[src/rtl/mem_access_unit.sv]
// mem_access_unit: RV32I load/store initiator for the zero-delay word RAM.
// Optional misalignment trap: define MEM_MISALIGN_TRAP_EN.
module mem_access_unit #(
   parameter int dataW = 32
) (
   input  logic             clock,
   input  logic             reset,
   input  logic             req_valid,
   output logic             req_ready,
   input  logic             req_write,
   input  logic [2:0]       req_funct3,
   input  logic [dataW-1:0] req_addr,
   input  logic [dataW-1:0] req_wdata,
   output logic             rsp_valid,
   output logic [dataW-1:0] rsp_rdata,
   output logic             rsp_error,
   output logic [dataW-1:0] mem_addr,
   output logic [dataW-1:0] mem_wdata,
   output logic             mem_we,
   input  logic [dataW-1:0] mem_rdata
);

   typedef enum logic [2:0] {
      IDLE,
      LOAD,
      RMW_RD,
      WRITE,
      RESP
   } state_t;

   state_t           state;
   state_t           nstate;
   logic             accept;
   logic             is_word;
   logic             misal;
   logic [2:0]       funct3_q;
   logic [dataW-1:0] addr_q;
   logic [dataW-1:0] wdata_q;
   logic [dataW-1:0] rdata_q;
   logic [dataW-1:0] load_ext;
   logic [dataW-1:0] merged;

   assign accept  = req_valid & req_ready;
   // funct3 x1x selects a full word (010, 011, 110, 111)
   assign is_word = req_funct3[1];

`ifdef MEM_MISALIGN_TRAP_EN
   logic err_q;

   // the RAM indexes words by their top byte address, so aligned means A[1:0]=11
   assign misal = (is_word & (req_addr[1:0] != 2'b11))
                | (~is_word & req_funct3[0] & ~req_addr[0]);

   // error flag follows the most recently accepted request
   always_ff @(posedge clock or posedge reset) begin
      if (reset)
         err_q <= 1'b0;
      else if (accept)
         err_q <= misal;
   end

   assign rsp_error = err_q;
`else
   assign misal     = 1'b0;
   assign rsp_error = 1'b0;
`endif

   // state register
   always_ff @(posedge clock or posedge reset) begin
      if (reset)
         state <= IDLE;
      else
         state <= nstate;
   end

   // next-state selection
   always_comb begin
      nstate = state;
      unique case (state)
         IDLE: begin
            if (accept) begin
               if (misal)
                  nstate = RESP;
               else if (!req_write)
                  nstate = LOAD;
               else if (is_word)
                  nstate = WRITE;
               else
                  nstate = RMW_RD;
            end
         end
         LOAD:    nstate = RESP;
         RMW_RD:  nstate = WRITE;
         WRITE:   nstate = RESP;
         RESP:    nstate = IDLE;
         default: nstate = IDLE;
      endcase
   end

   // handshake and write strobe decoded from the state register
   always_comb begin
      req_ready = (state == IDLE);
      rsp_valid = (state == RESP);
      mem_we    = (state == WRITE);
   end

   // sign/zero extension of the RAM word for the latched load size
   always_comb begin
      load_ext = mem_rdata;
      unique case (funct3_q)
         3'b000: load_ext = {{(dataW-8){mem_rdata[7]}}, mem_rdata[7:0]};
         3'b001: load_ext = {{(dataW-16){mem_rdata[15]}}, mem_rdata[15:0]};
         3'b100: load_ext = {{(dataW-8){1'b0}}, mem_rdata[7:0]};
         3'b101: load_ext = {{(dataW-16){1'b0}}, mem_rdata[15:0]};
         default: load_ext = mem_rdata;
      endcase
   end

   // sub-word store data merged into the old RAM word
   always_comb begin
      if (funct3_q[0])
         merged = {mem_rdata[dataW-1:16], wdata_q[15:0]};
      else
         merged = {mem_rdata[dataW-1:8], wdata_q[7:0]};
   end

   // request latch, load capture and read-modify-write capture
   always_ff @(posedge clock or posedge reset) begin
      if (reset) begin
         funct3_q <= '0;
         addr_q   <= '0;
         wdata_q  <= '0;
         rdata_q  <= '0;
      end else begin
         if (accept) begin
            funct3_q <= req_funct3;
            addr_q   <= req_addr;
            wdata_q  <= req_wdata;
            rdata_q  <= '0;
         end
         if (state == LOAD)
            rdata_q <= load_ext;
         if (state == RMW_RD)
            wdata_q <= merged;
      end
   end

   assign mem_addr  = addr_q;
   assign mem_wdata = wdata_q;
   assign rsp_rdata = rdata_q;

endmodule

[config.mk]
export PLATFORM = sky130hd
export DESIGN_NAME = mem_access_unit
export DESIGN_NICKNAME = d
export VERILOG_FILES = /design/src/rtl/mem_access_unit.sv
export SDC_FILE = /design/constraint.sdc
export NUM_CORES = 1
export LEC_CHECK = 0
export CORE_ASPECT_RATIO = 1.5
export CORE_MARGIN = 4
export CORE_UTILIZATION = 37
export DETAILED_ROUTE_END_ITERATION = 16
export PLACE_DENSITY = 0.87
export SLEW_MARGIN = 25
export SYNTH_ARGS = -nofsm -noshare
export SYNTH_HDL_FRONTEND = slang
export SYNTH_SLANG_ARGS = --single-unit
[constraint.sdc]
create_clock -name clock -period 3.5 [get_ports clock]
set_input_delay 0.7 -clock clock [delete_from_list [all_inputs] [get_ports clock]]
set_output_delay 0.7 -clock clock [all_outputs]
set_load 0.05 [all_outputs]
; Word level (Yosys, flattened, before mapping)
; Index checks and enable logic that the tools add are counted.
[totals]
ff_bits = 102
in_bits = 103
out_inout_bits = 100
wordCells = 35
[classes]
eq_ne = 9
mux = 10
bitwise = 2
n_reduce_logical = 7
[op_table]
columns = op, count
row1 = $mux W32, 4
row2 = $pmux W32 S4, 1
row3 = $mux W16, 1
row4 = $eq A3 B3 Y1 const B, 3
row5 = $pmux W3 S3, 1
row6 = $eq A3 B1 Y1 const B, 2
row7 = $eq A3 B2 Y1 const B, 2
row8 = $logic_not A3 Y1, 2
row9 = $reduce_and A2 Y1, 2
row10 = $reduce_bool A2 Y1, 2
row11 = $mux W3, 1
row12 = $mux W2, 1
row13 = $ne A2 B1 Y1 const B, 1
row14 = $ne A2 B2 Y1 const B, 1
row15 = $reduce_or A2 Y1, 1
row16 = $and A1 B1 Y1, 1
row17 = $mux W1, 1
row18 = $not A1 Y1, 1

; Longest topological paths before layout
[depth]
ltp_word = 4
ltp_mapped = 7

; Worst setup path after synthesis
; Ideal clock, no wire load.
[synth_path]
path_type = register -> output
start = reg state[1]
end = out rsp_valid
arrival_ns = 1.918
required_ns = 2.800
setup_slack_ns = 0.882
path_stages_with_launch = 4
n_path_buf = 2
path_cell_list = dfrtp_1 -> buf_2 -> buf_1 -> nor3b_1
[synth_via]
elab_chain_len = 1
[synth_rtl]
columns = item, line
row1 = "start, declared", 31  ; state_t state;
row2 = "start signal, assigned", 73  ; state <= nstate;
row3 = $eq A3 B3 Y1, 103  ; rsp_valid = (state == RESP);
row4 = "end, declared", 14  ; output logic rsp_valid,
; Every way passes these cells.

; Final worst setup path
[layout_path]
start = reg state[1]
end = out mem_we
[layout_via]
elab_chain_len = 1
[layout_rtl]
columns = item, line
row1 = $eq A3 B2 Y1, 104  ; mem_we = (state == WRITE);
row2 = "end, declared", 19  ; output logic mem_we,
; Every way passes these cells.

==> impl_metrics.toml <==
[power]
power_density_nw_per_um2 = 1110
p_leak_nw = 3.25
internal_power_mw = 3.88
clkPwrFrac_pct = 13.9
pwr-share-seq_pct = 28.1
sw_frac_of_total_pct = 48.4
combPwrFrac_pct = 58.0
vdd_drop_max_uv = 526
switchingPower_mw = 3.64

[drt]
viasPerCell = 5.01
vias = 3810
wl_mm = 13.0
postRouteAntennaNets = 0
drtPass1Iterations = 4
drc = 0
first_iter_violations = 126
wl_per_cell_microns = 17.2

[worst_setup_path]
cp.arrival_ns = 2.23
start_kind = "flip-flop"
r2r_setup_slack_ns = 1.13
reg2reg_to = "rsp_rdata[22]"
cp_max_fo = 20
worstSetupPathType = "flip-flop to output pin"
cp.required_ns = 2.80
crit-reg2reg-launch = "state[1]"
cp-startpoint = "state[1]"
crit_path_end = "mem_we"
reg2reg_depth = 4
endpoint_kind = "output pin"

[layout]
fillers = 945
syn_to_final_growth_pct = 57.4
stdcell_area_sq_um = 6800
multi_input_area_sq_um = 1620
seq_area_sq_um = 2550
final_common_cell = "clkdlybuf4s50_1"
diodes = 0
layout-drive-gt1-share_pct = 9.67
nets = 708
final_cell_mix = "clkdlybuf4s50_1, nand2_1, dfrtp_1"
fin_util_pct = 59.3

[yosys]
netlist_instances = 415
ys_seq_area_share_pct = 59.1
yosysWarnings = 0
synth_nets = 518
synth.avg_cell_area_sq_um = 10.4
ys_types = 30
syn_area_sq_um = 4320
synth_seq_cells = 102
synth_edf_count = 0
synthFlopType = "dfrtp_1"
async_flop_share_pct = 100

[global_routing]
grtUsageTotal_pct = 19.7
grt_pass1_vias = 4040
grt_max_degree = 54
overflow = 0
grt_pass1_wl_mm = 20.4
antenna_found_initial = 0

[die]
core_area_sq_um = 11500
row_count = 48
io_pins = 203
initial_core_util_pct = 37.7
die_h_microns = 140
dieArea_sq_um = 13500
die_w_microns = 96.2

[timing]
fmax_mhz = 341
skew_ns = 0.00603
slew_headroom_pct = 42.7
period_needed_ns = 2.93
setup_viol = 0
hold_viol = 0
period_share_pct = 83.7
rsz0062_at_grt = "no"
tightest_slew_ns = 0.860
setup_tns_ns = 0
drv_slew = 0

[clocking]
postCtsHoldBufs = 0
cts_setup_buffers = 0
htreeDepth = 3
cts.root.buffer_cell = "clkbuf_16"
cts_sinks = 102
cts_tree = "yes"
insertion_delay_ns = 0.34
cts_buffers = 9
cts_buffer_depth = 2
path_clk_slew_ns = 0.07
cts_resized = 0

[outcome]
outcome = "completed"

[placed_design]
hpwl_mm = 9.90
gp_congestion = 0.812
port_buffers = 201
place_area_sq_um = 6480

[run]
drv_cap = 0

[hold_path]
hp-class = "flip-flop to flip-flop"
-- kinds of logic (layout without fill, tap and decap cells) --
group	after synthesis	after routing	share of synthesized area, %
other	1	1	0.0868
flip-flops	102	102	59.1
AND/OR/NAND/NOR	195	195	21.4
multiplexers	17	17	4.40
AO/OA/AOI/OAI	67	67	11.4
buffers and inverters	33	228	3.59
-- power groups by stage --
| stage | sequential (mW) | clock [mW] | combinational (mW) |
|---|---|---|---|
| finish | 2.11 | 1.04 | 4.37 |
| floorplan | 3.63 | 0 | 1.34 |
| detailed placement | 2.12 | 0 | 4.40 |
| global placement | 2.10 | 0 | 4.28 |
| global route | 2.19 | 1.12 | 4.62 |
| CTS | 2.12 | 1.07 | 4.40 |
-- how the worst min path moves through the flow --
stage                        from       endpoint  cells after the start
global placement    mem_wdata[19]  mem_wdata[19]                      1
finish               mem_addr[11]   mem_addr[11]                      2
global route        mem_wdata[28]  mem_wdata[28]                      1
floorplan             funct3_q[2]    funct3_q[2]                      2
CTS                  mem_addr[11]   mem_addr[11]                      2
detailed placement   mem_addr[11]   mem_addr[11]                      2
-- registers in the layout, indices dropped and copies added, names as in the netlist --
register and cells:
funct3_q 3, mem_addr 32, mem_wdata 32, rsp_rdata 32, state 3
-- routing by layer --
layer	track usage, %	part of all wire [%]
met1	21.4	36
met2	35.3	54
met3	4.30	6.4
met4	9.07	3.2
met5	0	0
-- cell usage after synthesis (2+ instances only) --
| cell | n | share of area (%) |
|---|---|---|
| a21oi_1 | 10 | 1.2 |
| a21o_1 | 24 | 4.2 |
| nand3_1 | 38 | 4.4 |
| nor3b_2 | 2 | 0.58 |
| nand3_2 | 10 | 2.3 |
| buf_1 | 3 | 0.26 |
| buf_2 | 10 | 1.2 |
| o21ai_0 | 8 | 0.93 |
| nand2_1 | 129 | 11 |
| nor2_1 | 2 | 0.17 |
| mux2_2 | 16 | 4.2 |
| buf_6 | 2 | 0.52 |
| clkbuf_1 | 16 | 1.4 |
| a22o_1 | 24 | 4.9 |
| nor3_1 | 3 | 0.35 |
| nand2b_1 | 3 | 0.43 |
| dfrtp_1 | 102 | 59 |
-- final cells by class --
type / count / share of cell area (%)
multi-input cells: 280 / 23.8
well taps: 150 / 2.76
clock buffers: 14 / 4.18
flip-flops and latches: 102 / 37.5
repair buffers: 211 / 31.1
clock inverters: 2 / 0.552
inverters: 1 / 0.0920
-- worst max-delay path, stage by stage (launching register included) --
cell             delay (ns)
dfrtp_1                0.82
and2_1                 0.22
clkdlybuf4s50_1        0.85
-- metrics by stage --
stage	total power, mW	cells	setup WS, ns	hold WS, ns
floorplan	4.97	415	0.125	0.462
global placement	6.38	744	0.742	0.457
detailed placement	6.52	744	0.675	0.463
CTS	7.58	760	0.557	0.479
global route	7.93	760	0.459	0.483
finish	7.52	760	0.570	0.475
Power figures use the tool's default switching activity.
